===== src/rtl/dpram_fifo_ctrl.sv =====
// FIFO controller in front of a dual-port RAM with a registered read port.
// Pushes become RAM writes at a wrapping write pointer; RAM words are
// prefetched into a 2-entry output buffer so the pop side runs at one word
// per cycle. Occupancy is tracked in a single counter from which the
// full/empty/almost_full flags are decoded.
module dpram_fifo_ctrl #(
    parameter int DATA_WIDTH = 8,
    parameter int ADDR_WIDTH = 8,
    parameter int AF_THRESH  = 240
) (
    input  logic                  clock,
    input  logic                  reset_n,
    input  logic                  in_valid,
    output logic                  in_ready,
    input  logic [DATA_WIDTH-1:0] in_data,
    output logic                  out_valid,
    input  logic                  out_ready,
    output logic [DATA_WIDTH-1:0] out_data,
    output logic                  writeEnable,
    output logic [DATA_WIDTH-1:0] dataIn,
    output logic [ADDR_WIDTH-1:0] writeAddress,
    output logic                  readEnable,
    output logic [ADDR_WIDTH-1:0] readAddress,
    input  logic [DATA_WIDTH-1:0] dataOut,
    output logic [ADDR_WIDTH:0]   count,
    output logic                  full,
    output logic                  empty,
    output logic                  almost_full
);

    localparam logic [ADDR_WIDTH:0]   C_DEPTH   = {1'b1, {ADDR_WIDTH{1'b0}}};
    localparam logic [ADDR_WIDTH:0]   C_AF      = AF_THRESH[ADDR_WIDTH:0];
    localparam logic [ADDR_WIDTH:0]   C_CNT_ONE = {{ADDR_WIDTH{1'b0}}, 1'b1};
    localparam logic [ADDR_WIDTH-1:0] C_PTR_ONE = {{(ADDR_WIDTH-1){1'b0}}, 1'b1};

    logic [ADDR_WIDTH-1:0] r_wr_ptr;
    logic [ADDR_WIDTH-1:0] r_rd_ptr;
    logic [ADDR_WIDTH:0]   r_ram_count;
    logic [ADDR_WIDTH:0]   r_count;
    logic                  r_inflight;
    logic [1:0]            r_ob_count;
    logic [DATA_WIDTH-1:0] r_ob_head;
    logic [DATA_WIDTH-1:0] r_ob_tail;

    logic                  w_push;
    logic                  w_pop;
    logic                  w_issue;
    logic [2:0]            w_ob_occ;

    // Handshakes and read-issue decision, all from registered state.
    // Push is also qualified by reset_n so no RAM write escapes during reset.
    always_comb begin
        in_ready  = (r_count < C_DEPTH);
        out_valid = (r_ob_count != 2'd0);
        w_push    = in_valid && in_ready && reset_n;
        w_pop     = out_valid && out_ready;
        w_ob_occ  = {1'b0, r_ob_count} + {2'b00, r_inflight};
        // Buffered plus in-flight words, minus this cycle's pop, must leave a free slot.
        w_issue   = (r_ram_count != '0) && (w_ob_occ < (3'd2 + {2'b00, w_pop}));
    end

    // RAM port drive and status decode.
    always_comb begin
        writeEnable  = w_push;
        dataIn       = w_push ? in_data : '0;
        writeAddress = r_wr_ptr;
        readEnable   = w_issue;
        readAddress  = r_rd_ptr;
        out_data     = out_valid ? r_ob_head : '0;
        count        = r_count;
        full         = (r_count == C_DEPTH);
        empty        = (r_count == '0);
        almost_full  = (r_count >= C_AF);
    end

    // Wrapping RAM pointers.
    always_ff @(posedge clock or negedge reset_n) begin
        if (!reset_n) begin
            r_wr_ptr <= '0;
            r_rd_ptr <= '0;
        end else begin
            if (w_push)  r_wr_ptr <= r_wr_ptr + C_PTR_ONE;
            if (w_issue) r_rd_ptr <= r_rd_ptr + C_PTR_ONE;
        end
    end

    // Total occupancy and words resident in RAM awaiting a read.
    always_ff @(posedge clock or negedge reset_n) begin
        if (!reset_n) begin
            r_count     <= '0;
            r_ram_count <= '0;
        end else begin
            case ({w_push, w_pop})
                2'b10:   r_count <= r_count + C_CNT_ONE;
                2'b01:   r_count <= r_count - C_CNT_ONE;
                default: r_count <= r_count;
            endcase
            case ({w_push, w_issue})
                2'b10:   r_ram_count <= r_ram_count + C_CNT_ONE;
                2'b01:   r_ram_count <= r_ram_count - C_CNT_ONE;
                default: r_ram_count <= r_ram_count;
            endcase
        end
    end

    // Output buffer: head/tail pair filled from dataOut the cycle after a read issue.
    always_ff @(posedge clock or negedge reset_n) begin
        if (!reset_n) begin
            r_inflight <= 1'b0;
            r_ob_count <= 2'd0;
            r_ob_head  <= '0;
            r_ob_tail  <= '0;
        end else begin
            r_inflight <= w_issue;
            case ({r_inflight, w_pop})
                2'b01: begin
                    r_ob_count <= r_ob_count - 2'd1;
                    r_ob_head  <= r_ob_tail;
                end
                2'b10: begin
                    r_ob_count <= r_ob_count + 2'd1;
                    if (r_ob_count == 2'd0) r_ob_head <= dataOut;
                    else                    r_ob_tail <= dataOut;
                end
                2'b11: begin
                    // Simultaneous capture and pop: the new word lands one slot closer to the head.
                    if (r_ob_count == 2'd1) begin
                        r_ob_head <= dataOut;
                    end else begin
                        r_ob_head <= r_ob_tail;
                        r_ob_tail <= dataOut;
                    end
                end
                default: r_ob_count <= r_ob_count;
            endcase
        end
    end

endmodule


===== config.mk =====
export PLATFORM = sky130hd
export DESIGN_NAME = dpram_fifo_ctrl
export DESIGN_NICKNAME = d
export VERILOG_FILES = /design/src/rtl/dpram_fifo_ctrl.sv
export SDC_FILE = /design/constraint.sdc
export NUM_CORES = 1
export LEC_CHECK = 0
export BUFFER_PORTS_ARGS = -buffer_cell sky130_fd_sc_hd__buf_2
export CAP_MARGIN = 15
export CORE_ASPECT_RATIO = 0.75
export CORE_UTILIZATION = 40
export CTS_CLUSTER_SIZE = 24
export DETAILED_ROUTE_END_ITERATION = 8
export GPL_ROUTABILITY_DRIVEN = 0
export PLACE_DENSITY_LB_ADDON = 0.1
export SLEW_MARGIN = 25
export SYNTH_ARGS = -nofsm -noshare
export SYNTH_HDL_FRONTEND = slang
export SYNTH_SLANG_ARGS = --single-unit

===== constraint.sdc =====
create_clock -name clock -period 5.26 [get_ports clock]
set_clock_uncertainty 0.1 [all_clocks]
set_input_delay 1.052 -clock clock [delete_from_list [all_inputs] [get_ports clock]]
set_output_delay 1.052 -clock clock [all_outputs]
set_load 0.05 [all_outputs]

==> impl_metrics.env <==
export IMPL_cp_required_ps=5350
export IMPL_period_share=0.733
export IMPL_worst_pin_slew_ps=742
export IMPL_syn_avg_cell_area_um2=10.0
export IMPL_reg2regPathDepth=14
export IMPL_die_area_mm2=0.00833
export IMPL_insertion_delay_ps=310
export IMPL_h_tree_depth=2
export IMPL_dieHeight_um=79.3
export IMPL_grt_pass1_wl_um=11300
export IMPL_fp_dieW_um=105
export IMPL_ys_types=51
export IMPL_rsz0062_at_grt="no"
export IMPL_reg2reg_slack_ps=1400
export IMPL_final_nets=430
export IMPL_port_buffers=67
export IMPL_synth_seq_cells=53
export IMPL_firstDrtPassIters=4
export IMPL_cts_resized=0
export IMPL_grt_pass1_vias=2319
export IMPL_synth_top_cell_area_share=0.416
export IMPL_yosysWarnings=0
export IMPL_critPathLaunch="r_ob_count[0]"
export IMPL_outcome="completed"
export IMPL_fillers=763
export IMPL_cts_root_buf="clkbuf_8"
export IMPL_seqCellArea_mm2=0.00133
export IMPL_syn_to_final_growth_pct=16.9
export IMPL_grt_use_total=0.171
export IMPL_setup_worst_path_start_class="register"
export IMPL_multi_input_area_mm2=0.00176
export IMPL_relSlewSlack=0.491
export IMPL_cts_buffers=5
export IMPL_netlist_top_cells_area="dfrtp_1 (42%), ha_1 (9.4%), xnor2_1 (6.3%), o21ai_0 (4.4%), nand2_1 (4.4%)"
export IMPL_syn_area_mm2=0.00319
export IMPL_n_antenna_cell=0
export IMPL_drc=0
export IMPL_cts_tree="yes"
export IMPL_postRouteAntennaNets=0
export IMPL_fmax_mhz=259
export IMPL_vias_per_cell=5.09
export IMPL_worstPathArrival_ps=3950
export IMPL_clk_path_buf_depth=2
export IMPL_r2r_start="r_ob_count[0]"
export IMPL_netlist_instances=317
export IMPL_hold_buffers=0
export IMPL_worstSetupPathType="register to register"
export IMPL_path_max_fanout=13
export IMPL_vias=2472
export IMPL_syn_nets=363
export IMPL_setup_viol=0
export IMPL_clkSinkCount=53
export IMPL_drv_cap=0
export IMPL_core_area_mm2=0.00753
export IMPL_min_from="readAddress[7]"
export IMPL_seq_area_frac_synth=0.416
export IMPL_io_pins=68
export IMPL_num_rows=27
export IMPL_initial_utilization=0.423
export IMPL_post_cts_buffers=0
export IMPL_path_clk_slew_ps=100
export IMPL_min_path_type="register to register"
export IMPL_synthArstFlopShare=1.00
export IMPL_holdPathEnd="readAddress[7]"
export IMPL_hold_viol_final=0
export IMPL_drt_total_wl_um=6630
export IMPL_yosysTopAreaCell="dfrtp_1"
export IMPL_synth_flop_cell="dfrtp_1"
export IMPL_r2r_end="r_ram_count[8]"
export IMPL_end_kind="register"
export IMPL_dpl_hpwl_um=4850
export IMPL_grt_overflow=0
export IMPL_whs_ps=374
export IMPL_antenna_found_initial=0
export IMPL_period_needed_ps=3860
export IMPL_grt_max_degree=54
export IMPL_synth_edf_count=0
export IMPL_layout_drive_gt1_share=0.255
export IMPL_hold_path_depth=1
export IMPL_slew_violations=0
export IMPL_drt_iter0_markers=154
export IMPL_fin_setup_tns_ps=0
export IMPL_wl_per_cell_um=13.6
synth_stat cells, types with 2 or more instances:
| cell | count |
|---|---|
| mux2_2 | 11 |
| xor2_1 | 7 |
| o21ai_0 | 28 |
| or3_1 | 2 |
| a31oi_1 | 2 |
| nand4_1 | 7 |
| dfrtp_1 | 53 |
| and3_1 | 4 |
| nor3_1 | 7 |
| nand2b_1 | 2 |
| a21oi_1 | 12 |
| nor2_1 | 8 |
| a22oi_1 | 8 |
| inv_1 | 16 |
| and2b_1 | 7 |
| nand2_1 | 37 |
| o21a_1 | 2 |
| fa_1 | 2 |
| xnor2_1 | 23 |
| mux2i_1 | 2 |
| clkbuf_1 | 6 |
| nand3_1 | 3 |
| o211ai_1 | 5 |
| nor4_1 | 3 |
| and2_1 | 8 |
| nor3b_1 | 4 |
| ha_1 | 24 |
state kept, by name, summed over array words and instances (netlist names):
name          count
readAddress       8
r_ob_tail         8
count             9
r_ram_count       9
r_inflight        1
r_ob_count        2
writeAddress      8
r_ob_head         8
final cells by class:
class,count,area share
inverter,18,0.0195
timing repair buffer,68,0.0921
clock inverter,2,0.00370
multi-input combinational,238,0.472
sequential,53,0.356
tap,101,0.0339
clock buffer,6,0.0222
metrics by stage:
stage / setup WS [ps] / instances / utilization / instance area [um2]
2_1_floorplan: 1200 / 317 / - / 3190
5_1_grt: 1020 / 486 / 0.494 / 3720
6_report: 1400 / 486 / 0.494 / 3720
4_1_cts: 1400 / 486 / 0.494 / 3720
3_3_place_gp: 1310 / 478 / 0.481 / 3620
3_5_place_dp: 1220 / 478 / 0.481 / 3620
cells by family (layout without fill, tap and decap cells):
family,Yosys count,count (layout),synth area share
AND/OR/NAND/NOR,101,101,0.176
AO/OA/AOI/OAI,67,67,0.136
XOR/XNOR,30,30,0.0825
adder cells (fa/ha/maj),26,26,0.107
buffers and inverters,26,94,0.0326
flip-flops,53,53,0.416
multiplexers,14,14,0.0499
worst max path at each step:
| stage | to | depth (start not counted) | slack [ps] |
|---|---|---|---|
| 4_1_cts | r_ram_count[8] | 14 | 1400 |
| 3_3_place_gp | r_ram_count[8] | 12 | 1310 |
| 2_1_floorplan | count[8] | 11 | 1200 |
| 5_1_grt | r_ram_count[8] | 14 | 1020 |
| 6_report | r_ram_count[8] | 14 | 1400 |
| 3_5_place_dp | r_ram_count[8] | 12 | 1220 |
placed cells by master, fill, tap and decap left out, types with 2 or more instances in the layout:
| cell | n |
|---|---|
| xor2_1 | 7 |
| or3_1 | 2 |
| nand2b_1 | 2 |
| nor2_1 | 8 |
| xnor2_1 | 23 |
| inv_1 | 16 |
| nand2_1 | 37 |
| clkbuf_8 | 6 |
| nand4_1 | 7 |
| o211ai_1 | 5 |
| nor3b_1 | 4 |
| a31oi_1 | 2 |
| buf_2 | 67 |
| and3_1 | 4 |
| fa_1 | 2 |
| a22oi_1 | 8 |
| and2b_1 | 7 |
| nor4_1 | 3 |
| nor3_1 | 7 |
| ha_1 | 24 |
| clkinv_4 | 2 |
| dfrtp_1 | 53 |
| nand3_1 | 3 |
| o21ai_0 | 28 |
| and2_1 | 8 |
| mux2i_1 | 2 |
| a21oi_1 | 11 |
| mux2_2 | 11 |
| o21a_1 | 2 |
layer usage:
metal | up-vias | wire length, um | track usage
met4 | 0 | 59 | 0.0465
met3 | 5 | 319 | 0.0419
met2 | 64 | 2700 | 0.246
li1 | 1254 | - | -
met1 | 1149 | 3540 | 0.252
met5 | - | 0 | 0
worst max-delay path: stages, from the launching register on:
cell and delay, ps:
dfrtp_1 420, inv_1 60, ha_1 330, inv_2 140, nand2_4 70, clkinv_4 60, nand2b_4 50, a221oi_4 510
ha_1 590, ha_1 380, a21oi_1 240, o22ai_1 130, o41ai_1 310, xnor2_1 100, a32o_1 230
Power is left out: the tool's default activity adds up to more than one toggle a clock period on the data nets, which glitch-free logic cannot reach.
